File: config.mk
export PLATFORM = sky130hd
export DESIGN_NAME = fir_out_reader
export DESIGN_NICKNAME = d
export VERILOG_FILES = /design/src/rtl/fir_out_reader.sv
export SDC_FILE = /design/constraint.sdc
export NUM_CORES = 1
export LEC_CHECK = 0
export ABC_AREA = 0
export CORE_ASPECT_RATIO = 1.1
export CORE_MARGIN = 2
export CORE_UTILIZATION = 63
export DETAILED_ROUTE_END_ITERATION = 8
export GPL_ROUTABILITY_DRIVEN = 0
export GPL_TIMING_DRIVEN = 0
export PLACE_DENSITY = 0.92
export SLEW_MARGIN = 10
export SYNTH_ARGS = -nofsm -noshare
export SYNTH_HDL_FRONTEND = slang
export SYNTH_SLANG_ARGS = --single-unit
File: constraint.sdc
create_clock -name clk -period 6.2 [get_ports clk]
set_input_delay 0.62 -clock clk [delete_from_list [all_inputs] [get_ports clk]]
set_output_delay 0.62 -clock clk [all_outputs]
set_load 0.01 [all_outputs]
File: src/rtl/fir_out_reader.sv
// fir_out_reader
// Output-side consumer for the 9-tap low-pass FIR. Drops the samples produced
// while the filter pipeline fills after reset, rounds and saturates each
// 17-bit result to 8 bits, buffers it in a first-word-fall-through FIFO and
// hands it downstream over a valid/ready handshake.
//
// Ports:
//   clk, rst    : system clock (rising edge), synchronous active-high reset
//   fir_out     : 17-bit unsigned filter result
//   fir_valid   : one-cycle strobe, fir_out holds a new sample
//   dout        : scaled sample at the FIFO head (forced to 0 while empty)
//   dout_valid  : FIFO non-empty
//   dout_ready  : downstream accepts dout this cycle
//   level       : FIFO occupancy, 0..DEPTH
//   overflow    : sticky, a qualified sample was refused by a full FIFO
//   drop_cnt    : refused-sample count, saturating at 255
//   warm        : WARMUP samples have been discarded since reset
module fir_out_reader #(
    parameter int unsigned WARMUP = 11,
    parameter int unsigned SHIFT  = 9,
    parameter int unsigned DEPTH  = 16,
    parameter int unsigned AW     = 4
) (
    input  logic          clk,
    input  logic          rst,
    input  logic [16:0]   fir_out,
    input  logic          fir_valid,
    output logic [7:0]    dout,
    output logic          dout_valid,
    input  logic          dout_ready,
    output logic [AW:0]   level,
    output logic          overflow,
    output logic [7:0]    drop_cnt,
    output logic          warm
);

    // Elaboration-time parameter legality.
    if (SHIFT < 1 || SHIFT > 16) begin : g_bad_shift
        $error("fir_out_reader: SHIFT must be in 1..16");
    end
    if (DEPTH < 2 || DEPTH != (1 << AW)) begin : g_bad_depth
        $error("fir_out_reader: DEPTH must be a power of two >= 2 equal to 2**AW");
    end

    localparam int unsigned CW       = (WARMUP < 2) ? 1 : $clog2(WARMUP + 1);
    localparam logic [CW-1:0] LAST   = (WARMUP == 0) ? '0 : CW'(WARMUP - 1);
    localparam logic [17:0] ROUND    = 18'(1) << (SHIFT - 1);
    localparam logic [AW:0] FULL_LVL = (AW + 1)'(DEPTH);

    // ------------------------------------------------------------------
    // Warm-up control
    // ------------------------------------------------------------------
    typedef enum logic {
        ST_WARMUP,
        ST_RUN
    } state_e;

    state_e        state_q;
    logic [CW-1:0] wcnt_q;
    logic          warm_q;

    // The strobe that brings the count to WARMUP is still discarded because
    // the scaling stage qualifies with warm_q, which only rises afterwards.
    always_ff @(posedge clk) begin
        if (rst) begin
            state_q <= ST_WARMUP;
            wcnt_q  <= '0;
            warm_q  <= 1'b0;
        end else begin
            case (state_q)
                ST_WARMUP: begin
                    if (WARMUP == 0) begin
                        state_q <= ST_RUN;
                        warm_q  <= 1'b1;
                    end else if (fir_valid) begin
                        wcnt_q <= wcnt_q + CW'(1);
                        if (wcnt_q == LAST) begin
                            state_q <= ST_RUN;
                            warm_q  <= 1'b1;
                        end
                    end
                end
                ST_RUN: begin
                    warm_q <= 1'b1;
                end
                default: begin
                    state_q <= ST_WARMUP;
                    warm_q  <= 1'b0;
                end
            endcase
        end
    end

    // ------------------------------------------------------------------
    // Round / shift / saturate stage
    // ------------------------------------------------------------------
    logic [17:0] sum;
    logic [17:0] quo;
    logic [7:0]  sat;
    logic        s_valid_d, s_valid_q;
    logic [7:0]  s_data_d,  s_data_q;

    always_comb begin
        sum       = {1'b0, fir_out} + ROUND;
        quo       = sum >> SHIFT;
        sat       = (quo > 18'd255) ? 8'hFF : quo[7:0];
        s_valid_d = fir_valid & warm_q;
        s_data_d  = s_valid_d ? sat : s_data_q;
    end

    always_ff @(posedge clk) begin
        if (rst) begin
            s_valid_q <= 1'b0;
            s_data_q  <= '0;
        end else begin
            s_valid_q <= s_valid_d;
            s_data_q  <= s_data_d;
        end
    end

    // ------------------------------------------------------------------
    // FIFO
    // ------------------------------------------------------------------
    logic [7:0]    mem_q [DEPTH];
    logic [AW-1:0] wr_ptr_d, wr_ptr_q;
    logic [AW-1:0] rd_ptr_d, rd_ptr_q;
    logic [AW:0]   level_d,  level_q;
    logic          ovf_d,    ovf_q;
    logic [7:0]    drop_d,   drop_q;
    logic          push, pop, full, accept, refuse;

    // A full FIFO still takes a push when the head leaves in the same cycle.
    always_comb begin
        push     = s_valid_q;
        pop      = (level_q != '0) & dout_ready;
        full     = (level_q == FULL_LVL);
        accept   = push & (~full | pop);
        refuse   = push & ~accept;

        wr_ptr_d = wr_ptr_q + AW'(accept);
        rd_ptr_d = rd_ptr_q + AW'(pop);

        level_d  = level_q;
        case ({accept, pop})
            2'b10:   level_d = level_q + (AW + 1)'(1);
            2'b01:   level_d = level_q - (AW + 1)'(1);
            default: level_d = level_q;
        endcase

        ovf_d  = ovf_q | refuse;
        drop_d = (refuse && drop_q != 8'hFF) ? drop_q + 8'd1 : drop_q;
    end

    always_ff @(posedge clk) begin
        if (rst) begin
            wr_ptr_q <= '0;
            rd_ptr_q <= '0;
            level_q  <= '0;
            ovf_q    <= 1'b0;
            drop_q   <= '0;
        end else begin
            wr_ptr_q <= wr_ptr_d;
            rd_ptr_q <= rd_ptr_d;
            level_q  <= level_d;
            ovf_q    <= ovf_d;
            drop_q   <= drop_d;
        end
    end

    // Storage needs no reset: entries are only observable behind level_q.
    always_ff @(posedge clk) begin
        if (accept) begin
            mem_q[wr_ptr_q] <= s_data_q;
        end
    end

    // ------------------------------------------------------------------
    // Outputs
    // ------------------------------------------------------------------
    assign dout_valid = (level_q != '0);
    assign dout       = dout_valid ? mem_q[rd_ptr_q] : '0;
    assign level      = level_q;
    assign overflow   = ovf_q;
    assign drop_cnt   = drop_q;
    assign warm       = warm_q;

endmodule

==> impl_results.md <==
* Net Sw Frac at 27.9%
* Antenna Cells at 0
* Final hold slack at 0.482 ns
* Top post-synthesis cells by area: edfxtp_1 55%, dfxtp_1 11%, mux4_2 10%, a211oi_1 2.8%, nor2_1 2.2%
* Routed WL at 15200 um
* Placed Cells at 627
* Slew margin rel. at 14.1%
* Synthesis-to-finish area growth at 16.2%
* Most common cell in the netlist: edfxtp_1
* Antenna violations before repair at 0
* Combinational power share at 24.1%
* Leading area contributor after synthesis: edfxtp_1
* Finished Cell Area at 0.00806 sq mm
* Post-CTS sizing at 0
* CP delay by family, top: buffers and inverters
* Critical path endpoint category: primary output
* Final std cells w/o fill at 659
* Yosys warnings at 0
* Worst path arrival time at 3.10 ns
* Gr usage total at 26.8%
* FF-to-FF End: rd_ptr_q[1]
* Leak at 2.73 nW
* Die Width at 104 um
* Pint at 2.14 mW
* Fin nets at 532
* Number of remaining DRC errors at 0
* Worst-path clk slew at 0.06 ns
* Initial core utilization at 64.1%
* Reg-to-reg slack, setup at 3.42 ns
* Clock Path Buffers at 2
* Setup Crit Path Kind: flip-flop to primary output
* MaxCap Viol Count at 0
* Min cycle time layout at 3.72 ns
* CTS Buf Count at 17
* Mapped Cells at 445
* Pre-CTS WS at 2.77 ns
* Pins Over Slew Limit at 0
* Crit path max-delay cell type: clkdlybuf4s50_1
* Final worst slack at 2.48 ns
* Die span in y at 114 um
* WP data required at 5.58 ns
* Hold endpoint: warm
* Total power at 2.96 mW
* Worst Path Buf+Inv at 3
* CTS Root Cell: clkbuf_16
* Row cnt at 40
* Global route overflow at 0
* I/O Pins at 45
* Post-CTS Setup Bufs at 0
* Post-Syn Nets at 478
* Net Sw Power at 826 uW
* Final TNS setup at 0 ns
* Placed instance area at 0.00747 sq mm
* Ys async rst share at 0%
* Number of synthesized register bits at 165
* CP Cell Sequence: clkbuf_1 -> clkbuf_1 -> mux4_2 -> mux2i_1 -> a211oi_1 -> clkdlybuf4s50_1
* Reg power frac at 41.3%
* CP Max Fanout at 10
* Clk pwr share at 34.7%
* Port Buffers at 35
* TritonCTS Sinks at 165
* Part of the cycle the worst path needs at 59.9%
* 1st-iter DRT viols at 407
* Worst setup SP type: flip-flop
* Floorplan Core Area at 0.0108 sq mm
* Post-synthesis sequential area ratio at 66.1%
* Hold Buf Count CTS at 0
* Synth top area share at 55.5%
* DIE AREA at 0.0119 sq mm
* Cell Area, Synth at 0.00693 sq mm
* Total number of vias at 4109
* Final design utilization at 74.5%
* TritonCTS clock tree: yes
* Worst-margin pin slew at 1.28 ns
* Max H-tree Level at 4
* EDFF count, synth at 128
* Fmax at 269 MHz
* Pwr Density at 368 mW/mm^2
* Worst Skew at 0.0104 ns
* Share of post-route cells with drive strength above 1 at 15.8%
* Clock Latency Late Sink at 0.42 ns
* Post-synthesis cell type count at 54
* Final hold violations at 0
* Vias/cell at 6.24
* Setup Viol. Count Final at 0
* Post-route ant nets at 0
* Top cells by count, synth: 128 x edfxtp_1, 40 x nor2_1, 37 x dfxtp_1
* Min-Delay Startpoint: warm
* Slowest stage delay, CP at 0.62 ns
* R2R Path Start: level[0]
* DR WL/cell at 23.1 um
* Detailed-router iteration count before antenna repair at 5
* Final HPWL DP at 9580 um
* Worst hold path depth at 2
* Pin count of the biggest net entering global routing at 18
* Status: finished clean
* IR drop worst, VDD at 0.000311 V
* Most common cell on crit path: clkbuf_1
* Hold Crit Class: flip-flop to flip-flop
* Top FF cell, synth: edfxtp_1
* Vias in the first global route at 4227
* RSZ-0062 raised after global routing: false
* First-pass GRT wire length at 23000 um
* Syn Area/Cell at 15.6 sq um
* Worst reg2reg path depth at 7
==> per-layer routing <==
metal	vias to the layer above	share of wire (%)	GRT usage (%)
met5	-	0	0
met4	0	3.1	10.8
met3	32	6.2	6.06
met2	198	53	48.1
met1	2033	38	31.7
li1	1846	-	-
==> placed cells by master (no fill, tap or decap), types with 3 or more instances in the layout <==
cell and n:
clkbuf_1 12, nor2b_1 20, clkinv_4 4, inv_1 10, and4_1 3, a211oi_1 26
xnor2_1 7, and3_1 3, edfxtp_1 128, clkinvlp_4 4, a31oi_1 3, a21oi_1 8
nand2b_1 7, and2_1 3, dfxtp_1 37, nand4_1 3, buf_2 4, xor2_1 5
nor2_1 40, buf_1 4, mux2i_1 12, clkdlybuf4s50_1 35, nand2_1 11, mux4_2 32
nor3_1 5, nand3_1 9, ha_1 11, clkbuf_16 17, nand3b_1 4
==> worst register-to-register path: stages, from the launching register on <==
cell and delay (ns):
dfxtp_1 0.39, or4_1 0.53, buf_2 0.19, nor2_1 0.75
nor2b_1 0.12, ha_1 0.26, ha_1 0.28, nor2b_1 0.14
==> sequential cells by signal (all words and copies together), names as in the netlist <==
name	flops
drop_cnt	8
overflow	1
state_q	1
wr_ptr_q	4
wcnt_q	4
s_data_q	8
warm	1
rd_ptr_q	4
level	5
mem_q	128
push	1
==> cell families (layout without fill, tap and decap cells) <==
| logic type | after synthesis | after routing | share of synthesized area [%] |
|---|---|---|---|
| mux | 47 | 47 | 12.6 |
| simple gates | 120 | 120 | 9.46 |
| compound gates | 55 | 55 | 5.96 |
| fa+ha+maj | 12 | 12 | 2.27 |
| xor+xnor | 12 | 12 | 1.52 |
| buf+inv | 34 | 101 | 2.04 |
| flops | 165 | 165 | 66.1 |
==> cell type report <==
| class | instances | area [sq um] |
|---|---|---|
| flip-flops and latches | 165 | 4580 |
| fillers | 619 | 2750 |
| multi-input cells | 246 | 2220 |
| clock buffers | 17 | 425 |
| repair buffers | 35 | 350 |
| well taps | 147 | 184 |
| clock inverters | 15 | 155 |
| plain buffers | 23 | 100 |
| inverters | 11 | 41.3 |
==> power by group through the flow <==
stage / Clock [mW] / Sequential (mW) / Combinational, mW
floorplan: 0 / 1.25 / 0.458
global placement: 0 / 1.24 / 0.664
global route: 1.08 / 1.22 / 0.764
CTS: 1.03 / 1.22 / 0.716
detailed placement: 0 / 1.25 / 0.703
finish: 1.03 / 1.22 / 0.714
==> worst max path at each step <==
| stage | startpoint | to | cells past startpoint |
|---|---|---|---|
| 2_1_floorplan | level[0] | level[3] | 9 |
| 3_3_place_gp | dout_ready | mem_q[0][2] | 5 |
| 3_5_place_dp | dout_ready | mem_q[0][7] | 5 |
| 4_1_cts | rd_ptr_q[1] | dout[1] | 6 |
| 5_1_grt | rd_ptr_q[1] | dout[1] | 6 |
| 6_report | rd_ptr_q[1] | dout[1] | 6 |
Power figures use the tool's default switching activity.
